==> src/rtl/rl_dmp_dccm_ecc_scrubber.sv <==
// DCCM ECC scrubber: turns decoder check results into scrub write-backs, saturating error
// counters, a first-error capture record and a fatal-error pulse.
module rl_dmp_dccm_ecc_scrubber #(
    parameter int ADDR_BITS = 17,
    parameter int DATA_BITS = 32,
    parameter int ECC_BITS  = 8,
    parameter int SYND_BITS = 7,
    parameter int CNT_BITS  = 8
) (
    input  logic                 clk,
    input  logic                 rst_a,
    input  logic                 ecc_chk_valid,
    input  logic [ADDR_BITS-1:0] ecc_chk_addr,
    input  logic                 ecc_single_err,
    input  logic                 ecc_double_err,
    input  logic                 ecc_addr_err,
    input  logic [SYND_BITS-1:0] ecc_syndrome,
    input  logic [DATA_BITS-1:0] ecc_data_corr,
    input  logic [ECC_BITS-1:0]  ecc_corr,
    input  logic                 scrub_enable,
    input  logic                 dccm_wr_valid,
    input  logic [ADDR_BITS-1:0] dccm_wr_addr,
    output logic                 scrub_req,
    output logic [ADDR_BITS-1:0] scrub_addr,
    output logic [DATA_BITS-1:0] scrub_wdata,
    output logic [ECC_BITS-1:0]  scrub_wecc,
    input  logic                 scrub_ack,
    output logic                 scrub_drop,
    input  logic                 err_clr,
    output logic [CNT_BITS-1:0]  sb_count,
    output logic [CNT_BITS-1:0]  db_count,
    output logic                 cap_valid,
    output logic [1:0]           cap_type,
    output logic [ADDR_BITS-1:0] cap_addr,
    output logic [SYND_BITS-1:0] cap_syndrome,
    output logic                 fatal_err
);

    typedef enum logic {
        IDLE,
        REQ
    } state_t;

    state_t state;

    logic       ev_single;
    logic       ev_double;
    logic       ev_addr;
    logic       ev_db;
    logic [1:0] ev_type;
    logic       store_hits_chk;
    logic       store_hits_scrub;
    logic       cap_load;

    // Severity priority: address error masks double, double masks single.
    always_comb begin
        ev_addr          = ecc_chk_valid & ecc_addr_err;
        ev_double        = ecc_chk_valid & ecc_double_err & ~ecc_addr_err;
        ev_single        = ecc_chk_valid & ecc_single_err & ~ecc_double_err & ~ecc_addr_err;
        ev_db            = ev_addr | ev_double;
        ev_type          = ev_addr   ? 2'b11 :
                           ev_double ? 2'b10 :
                           ev_single ? 2'b01 : 2'b00;
        store_hits_chk   = dccm_wr_valid && (dccm_wr_addr == ecc_chk_addr);
        store_hits_scrub = dccm_wr_valid && (dccm_wr_addr == scrub_addr);
        // A clear in the same cycle frees the capture register for this event.
        cap_load         = (ev_type != 2'b00) &&
                           (err_clr || !cap_valid || (cap_type == 2'b01 && ev_db));
    end

    always_ff @(posedge clk or posedge rst_a) begin
        if (rst_a) begin
            state       <= IDLE;
            scrub_req   <= 1'b0;
            scrub_addr  <= '0;
            scrub_wdata <= '0;
            scrub_wecc  <= '0;
        end else begin
            case (state)
                IDLE: begin
                    // A store to the same word already carries fresh data, so skip the scrub.
                    if (ev_single && scrub_enable && !store_hits_chk) begin
                        state       <= REQ;
                        scrub_req   <= 1'b1;
                        scrub_addr  <= ecc_chk_addr;
                        scrub_wdata <= ecc_data_corr;
                        scrub_wecc  <= ecc_corr;
                    end
                end
                REQ: begin
                    if (scrub_ack || store_hits_scrub) begin
                        state     <= IDLE;
                        scrub_req <= 1'b0;
                    end
                end
                default: begin
                    state     <= IDLE;
                    scrub_req <= 1'b0;
                end
            endcase
        end
    end

    always_ff @(posedge clk or posedge rst_a) begin
        if (rst_a) begin
            scrub_drop <= 1'b0;
        end else if (state == REQ && ev_single) begin
            scrub_drop <= 1'b1;
        end else if (err_clr) begin
            scrub_drop <= 1'b0;
        end
    end

    always_ff @(posedge clk or posedge rst_a) begin
        if (rst_a) begin
            sb_count <= '0;
            db_count <= '0;
        end else begin
            if (err_clr) begin
                sb_count <= ev_single ? CNT_BITS'(1) : '0;
            end else if (ev_single && sb_count != '1) begin
                sb_count <= sb_count + 1'b1;
            end
            if (err_clr) begin
                db_count <= ev_db ? CNT_BITS'(1) : '0;
            end else if (ev_db && db_count != '1) begin
                db_count <= db_count + 1'b1;
            end
        end
    end

    always_ff @(posedge clk or posedge rst_a) begin
        if (rst_a) begin
            cap_valid    <= 1'b0;
            cap_type     <= 2'b00;
            cap_addr     <= '0;
            cap_syndrome <= '0;
            fatal_err    <= 1'b0;
        end else begin
            fatal_err <= ev_db;
            if (cap_load) begin
                cap_valid    <= 1'b1;
                cap_type     <= ev_type;
                cap_addr     <= ecc_chk_addr;
                cap_syndrome <= ecc_syndrome;
            end else if (err_clr) begin
                cap_valid    <= 1'b0;
                cap_type     <= 2'b00;
                cap_addr     <= '0;
                cap_syndrome <= '0;
            end
        end
    end

endmodule

==> config.mk <==
export PLATFORM = sky130hd
export DESIGN_NAME = rl_dmp_dccm_ecc_scrubber
export DESIGN_NICKNAME = d
export VERILOG_FILES = /design/src/rtl/rl_dmp_dccm_ecc_scrubber.sv
export SDC_FILE = /design/constraint.sdc
export NUM_CORES = 1
export LEC_CHECK = 0
export ABC_AREA = 1
export BUFFER_PORTS_ARGS = -buffer_cell sky130_fd_sc_hd__buf_2
export CORE_MARGIN = 3
export CORE_UTILIZATION = 35
export DETAILED_ROUTE_END_ITERATION = 6
export GPL_ROUTABILITY_DRIVEN = 0
export SETUP_SLACK_MARGIN = 0.05
export SLEW_MARGIN = 15
export SYNTH_ARGS = -nofsm -noshare
export SYNTH_HDL_FRONTEND = slang
export SYNTH_SLANG_ARGS = --single-unit
==> constraint.sdc <==
create_clock -name clk -period 3.74 [get_ports clk]
set_input_delay 0.748 -clock clk [delete_from_list [all_inputs] [get_ports clk]]
set_output_delay 0.748 -clock clk [all_outputs]
set_load 0.05 [all_outputs]
## Word level (Yosys, flattened, before mapping)

Cells that the tools add are included.
W data, S select, Z words.

| word-level totals | value |
|---|---|
| register bits | 104 |
| latch bits | 0 |
| RAM bits | 0 |
| bits in read-only memories | 0 |
| input port bits | 91 |
| output and inout port bits | 103 |
| memories | 0 |

| operators by class | value |
|---|---|
| add/subtract/negate cells | 2 |
| multipliers | 0 |
| divide/modulo/power cells | 0 |
| order comparisons | 0 |
| eq/ne operators | 7 |
| shift-type cells | 0 |
| multiplexer cells | 24 |
| bitwise operators | 10 |
| reductions and logical operators | 21 |

Operators with widths:

| cell | count |
|---|---|
| $eq A17 B17 Y1 | 2 |
| $mux W17 | 2 |
| $mux W8 | 4 |
| $add A8 B1 Y8 const B | 2 |
| $ne A8 B8 Y1 const B | 2 |
| $mux W7 | 2 |
| $mux W1 | 10 |
| $reduce_bool A2 Y1 | 5 |
| $logic_and A1 B1 Y1 | 9 |
| $mux W2 | 4 |
| $and A1 B1 Y1 | 6 |
| $pmux W1 S2 | 2 |
| $reduce_and A2 Y1 | 2 |
| $logic_or A1 B1 Y1 | 3 |
| $not A1 Y1 | 3 |
| $eq A2 B1 Y1 const B | 1 |
| $logic_not A1 Y1 | 2 |
| $ne A2 B1 Y1 const B | 1 |
| $ne A2 B2 Y1 const B | 1 |
| $or A1 B1 Y1 | 1 |

## Depth between registers and ports, before layout

| depth | value |
|---|---|
| word-level depth | 9 |
| depth in mapped cells | 12 |
| depth with buffers taken out | 11 |

## Worst setup path after synthesis

No wires, ideal clock.

| path | value |
|---|---|
| path type | input to register |
| from | input port ecc_chk_addr[1] |
| to | register scrub_addr[10] |
| arrival | 1.725 ns |
| data required time | 3.620 ns |
| setup slack | 1.896 ns |
| cell stages on the path | 10 |
| cell sequence | inv_1 > nor2_1 > nor3b_1 > nand2_1 > nor2_1 > nand3_2 > buf_2 > buf_2 > nand3_1 > nand2_1 |

| on the way | value |
|---|---|
| longest elaborated chain between the ends | 5 |

RTL lines:

| what | line | RTL |
|---|---|---|
| from (decl) | 13 | `input logic [ADDR_BITS-1:0] ecc_chk_addr,` |
| $eq A17 B17 Y1 | 64 | `store_hits_chk = dccm_wr_valid && (dccm_wr_addr == ecc_chk_addr);` |
| $logic_and A1 B1 Y1 | 64 |  |
| $logic_not A1 Y1 | 82 | `if (ev_single && scrub_enable && !store_hits_chk) begin` |
| $logic_and A1 B1 Y1 | 82 |  |
| $reduce_and A2 Y1 (no source line) | n/a |  |
| to (signal assigned) | 85 | `scrub_addr <= ecc_chk_addr;` |
| to (decl) | 24 | `output logic [ADDR_BITS-1:0] scrub_addr,` |

Every way passes these cells.
A chain may end at the register's enable or synchronous reset.

## Worst setup path after layout

| path | value |
|---|---|
| from | input port ecc_double_err |
| to | register scrub_wecc[4] |

| on the way | value |
|---|---|
| longest elaborated chain between the ends | 6 |

RTL lines:

| what | line | RTL |
|---|---|---|
| from (decl) | 15 | `input logic ecc_double_err,` |
| $not A1 Y1 | 59 | `ev_single = ecc_chk_valid & ecc_single_err & ~ecc_double_err & ~ecc_addr_err;` |
| $and A1 B1 Y1 (2 in a row) | 59 |  |
| $logic_and A1 B1 Y1 (2 in a row) | 82 |  |
| $reduce_and A2 Y1 (no source line) | n/a |  |
| to (signal assigned) | 87 | `scrub_wecc <= ecc_corr;` |
| to (decl) | 26 | `output logic [ECC_BITS-1:0] scrub_wecc,` |

Every way passes these cells.

==> impl_table.tex <==
\begin{tabular}{lr}
\hline
Metric & Value \\
\hline
\multicolumn{2}{l}{\textbf{Detailed routing}} \\
\quad Total DRC errors in the routed layout & 0 \\
\quad Detail Route Antenna Nets & 0 \\
\quad Via count & 4588 \\
\quad Routed wirelength normalized by instance count & 13.95 µm \\
\quad Vias per cell & 4.602 \\
\quad First-pass detailed-route iteration total & 4 \\
\quad Routed wire length & 13.91 mm \\
\quad Iter 0 DRT Violations & 361 \\
\multicolumn{2}{l}{\textbf{Logic synthesis}} \\
\quad Synth unique cells & 32 \\
\quad Top area cells in the synthesized netlist & sky130\_fd\_sc\_hd\_\_dfrtp\_1 52\%, sky130\_fd\_sc\_hd\_\_nand2\_1 16\%, sky130\_fd\_sc\_hd\_\_nand3\_1 9.7\% \\
\quad Netlist area before placement & 4971 µm² \\
\quad Synthesized Nets & 726 \\
\quad Yosys warning count & 0 \\
\quad Count of state elements after synthesis & 104 \\
\quad Cell taking the most area after synthesis & sky130\_fd\_sc\_hd\_\_dfrtp\_1 \\
\quad Top cell type's share of synthesized area & 52.35\% \\
\quad Post-synthesis instance total & 633 \\
\quad Post-synthesis area per instance & 7.853 µm² \\
\quad Fraction of the yosys area taken by sequential cells & 52.35\% \\
\multicolumn{2}{l}{\textbf{Critical path}} \\
\quad Critical path type & input pin to register \\
\quad Number of buffer and inverter stages on the critical path & 4 \\
\quad Critical Path RT & 3.98 ns \\
\quad CP delay by family, top & simple AND/OR/NAND/NOR gates \\
\quad Critical-path top delay cell & sky130\_fd\_sc\_hd\_\_and3\_1 \\
\quad Crit start category & input pin \\
\quad Maximum net fanout on the critical path & 57 \\
\quad List of cells traversed by the critical path & buf\_2 -> nor2\_2 -> and3\_1 -> inv\_2 -> nor2\_4 -> buf\_4 -> nand2\_2 -> buf\_4 -> nand2\_1 -> nand2\_1 \\
\quad Data arrival time of the worst path & 2.41 ns \\
\quad Category of the worst setup path capture point & register \\
\quad Largest stage delay on the critical path & 0.32 ns \\
\multicolumn{2}{l}{\textbf{Power}} \\
\quad Overall power after layout & 3.603 mW \\
\quad Power density normalized to cell area & 563.1 nW/µm² \\
\quad Max rail drop VDD & 0.0003048 V \\
\quad LEAKAGE & 3.695 nW \\
\multicolumn{2}{l}{\textbf{Clock network}} \\
\quad Clock Sink Count & 104 \\
\quad Post-CTS Setup Inserts & 0 \\
\quad Worst-case clock buffer depth & 2 \\
\quad Clock latency on the worst-skew pair & 0.34 ns \\
\quad TritonCTS clock tree & built \\
\quad Total CTS buffers & 9 \\
\quad Resized cells post-CTS & 0 \\
\quad Clk pin slew, worst setup/hold paths & 0.07 ns \\
\quad Number of levels the H-tree was split into & 3 \\
\quad Clock tree root driver cell & sky130\_fd\_sc\_hd\_\_clkbuf\_16 \\
\quad Cts-stage hold buffer count & 0 \\
\multicolumn{2}{l}{\textbf{STA}} \\
\quad Total negative slack for setup checks & 0 ns \\
\quad Final worst-path cycle share & 58.17\% \\
\quad Setup clock skew after layout & 0.004938 ns \\
\quad Least-Margin Pin Slew & 0.6009 ns \\
\quad Worst slew margin relative to its limit & 59.94\% \\
\quad Slew Limit Fails & 0 \\
\quad Hold\_ws & 0.4665 ns \\
\quad Time the final worst path needs with I/O delays and setup & 2.176 ns \\
\quad Final Setup Violations & 0 \\
\quad RSZ-0062 raised after global routing & false \\
\quad Count of endpoints failing hold in the final timing report & 0 \\
\quad Upper clock frequency limit & 0.4596 GHz \\
\multicolumn{2}{l}{\textbf{Global routing}} \\
\quad Initial antenna violation count & 0 \\
\quad Pin count of the biggest net entering global routing & 62 \\
\quad Global-route usage over all layers & 17.60\% \\
\quad Total grt overflow & 0 \\
\quad Via count of the first global-routing pass & 4417 \\
\quad Global-route wire length before repair & 22.47 mm \\
\multicolumn{2}{l}{\textbf{Flow run}} \\
\quad Maxcap violations & 0 \\
\multicolumn{2}{l}{\textbf{Hold path}} \\
\quad Worst min-delay path category & input pin to asynchronous set/reset pin \\
\multicolumn{2}{l}{\textbf{Die}} \\
\quad Die area & 15670 µm² \\
\quad Starting density of the core & 36.66\% \\
\quad Core area & 13560 µm² \\
\quad IO Pins & 194 \\
\quad FP Rows & 42 \\
\quad Chip width & 125.2 µm \\
\quad Vertical die dimension & 125.2 µm \\
\multicolumn{2}{l}{\textbf{Outcome}} \\
\quad Run status & complete, no violations \\
\multicolumn{2}{l}{\textbf{Cells and area}} \\
\quad Ant. Diodes & 0 \\
\quad Signed area change from the synthesized netlist to the final layout & 28.72\% \\
\quad Layout cell share with drive strength beyond 1 & 27.28\% \\
\quad Final Net Count & 909 \\
\quad Most frequent cells in the layout & 209 x sky130\_fd\_sc\_hd\_\_nand2\_1, 193 x sky130\_fd\_sc\_hd\_\_buf\_2, 104 x sky130\_fd\_sc\_hd\_\_dfrtp\_1, 96 x sky130\_fd\_sc\_hd\_\_nand3\_1, 75 x sky130\_fd\_sc\_hd\_\_inv\_1 \\
\quad Commonest non-fill, non-tap cell in the layout & sky130\_fd\_sc\_hd\_\_nand2\_1 \\
\multicolumn{2}{l}{\textbf{Placement}} \\
\quad Half-perimeter wire length after detailed placement & 10.14 mm \\
\quad Count of port buffers added during placement & 193 \\
\hline
\end{tabular}
## registers in the layout, indices dropped and copies added (netlist names)
name          cells
scrub_wecc        8
cap_valid         1
scrub_addr       17
sb_count          8
scrub_drop        1
scrub_wdata      32
db_count          8
cap_type          2
cap_addr         17
scrub_req         1
cap_syndrome      7
fatal_err         1
state             1
## worst register-to-register path: stages (launching register included)
cell	delay, ns
sky130_fd_sc_hd__dfrtp_1	0.38
sky130_fd_sc_hd__inv_1	0.11
sky130_fd_sc_hd__nand2_1	0.11
sky130_fd_sc_hd__nor2_4	0.11
sky130_fd_sc_hd__buf_4	0.28
sky130_fd_sc_hd__nand2_2	0.11
sky130_fd_sc_hd__buf_4	0.30
sky130_fd_sc_hd__nand2_1	0.19
sky130_fd_sc_hd__nand2_1	0.05
## path summary, 6_finish.rpt
path                                       startpoint                    endpoint  slack, ns  cells after the start
min                                             rst_a     cap_addr[4]$_DFFE_PP0P_       0.47                      2
min reg2reg                scrub_wdata[1]$_DFFE_PP0P_  scrub_wdata[1]$_DFFE_PP0P_       0.47                      2
max in group asynchronous                       rst_a  scrub_wdata[4]$_DFFE_PP0P_       2.55                      3
max                                    ecc_double_err   scrub_wecc[4]$_DFFE_PP0P_       1.56                     10
max reg2reg                           state$_DFF_PP0_   scrub_wecc[4]$_DFFE_PP0P_       1.99                      8
min in group clk           scrub_wdata[1]$_DFFE_PP0P_  scrub_wdata[1]$_DFFE_PP0P_       0.47                      2
## layer usage
layer / vias up / GRT usage [%] / part of all wire, %
met4: 0 / 5.485 / 1.7
met2: 153 / 27.52 / 45
met5: - / 0 / 0
met1: 2061 / 23.73 / 46
met3: 18 / 5.160 / 7.3
li1: 2356 / - / -
## synth_stat cells (all sizes together)
library cell,instances
ha,2
dfrtp,104
nand3b,2
xor2,6
nor2,37
buf,21
o21ai,44
nand2,210
and2,1
xnor2,5
clkbuf,7
o22ai,1
nor3b,2
o31ai,2
nand4,3
inv,77
a21oi,6
nor3,2
and3,2
o211ai,2
nand3,97
## through the flow
stage | cells | worst slack [ns] | utilization, % | instance area (µm²)
4_1_cts | 997 | 1.572 | 47.19 | 6399
3_3_place_gp | 981 | 1.240 | 44.84 | 6080
3_5_place_dp | 981 | 1.203 | 44.84 | 6080
6_report | 997 | 1.564 | 47.19 | 6399
2_1_floorplan | 633 | 0.2598 | - | 4971
5_1_grt | 997 | 1.438 | 47.19 | 6399
## final cells by class
| class | count | area, µm² |
|---|---|---|
| fill | 1413 | 7159 |
| sequential | 104 | 2603 |
| multi-input combinational | 424 | 1934 |
| timing repair buffer | 200 | 1031 |
| inverter | 77 | 291.5 |
| clock buffer | 14 | 284.0 |
| tap | 176 | 220.2 |
| clock inverter | 2 | 35.03 |
## power by group
part | internal [mW] | leakage (nW) | switching, mW
logic | 0.266 | 2.19 | 0.920
clock network | 0.592 | 0.159 | 0.413
registers | 1.30 | 1.35 | 0.115
total | 2.16 | 3.69 | 1.45
## logic make-up (layout without fill, tap and decap cells)
kind of cell | after synthesis | in the layout | synth area share [%]
xor+xnor | 11 | 11 | 1.938
flops | 104 | 104 | 52.35
compound gates | 55 | 55 | 5.839
simple gates | 356 | 356 | 30.48
buf+inv | 105 | 293 | 8.885
fa+ha+maj | 2 | 2 | 0.5033
Note: power is estimated with default switching activity, not from simulation.
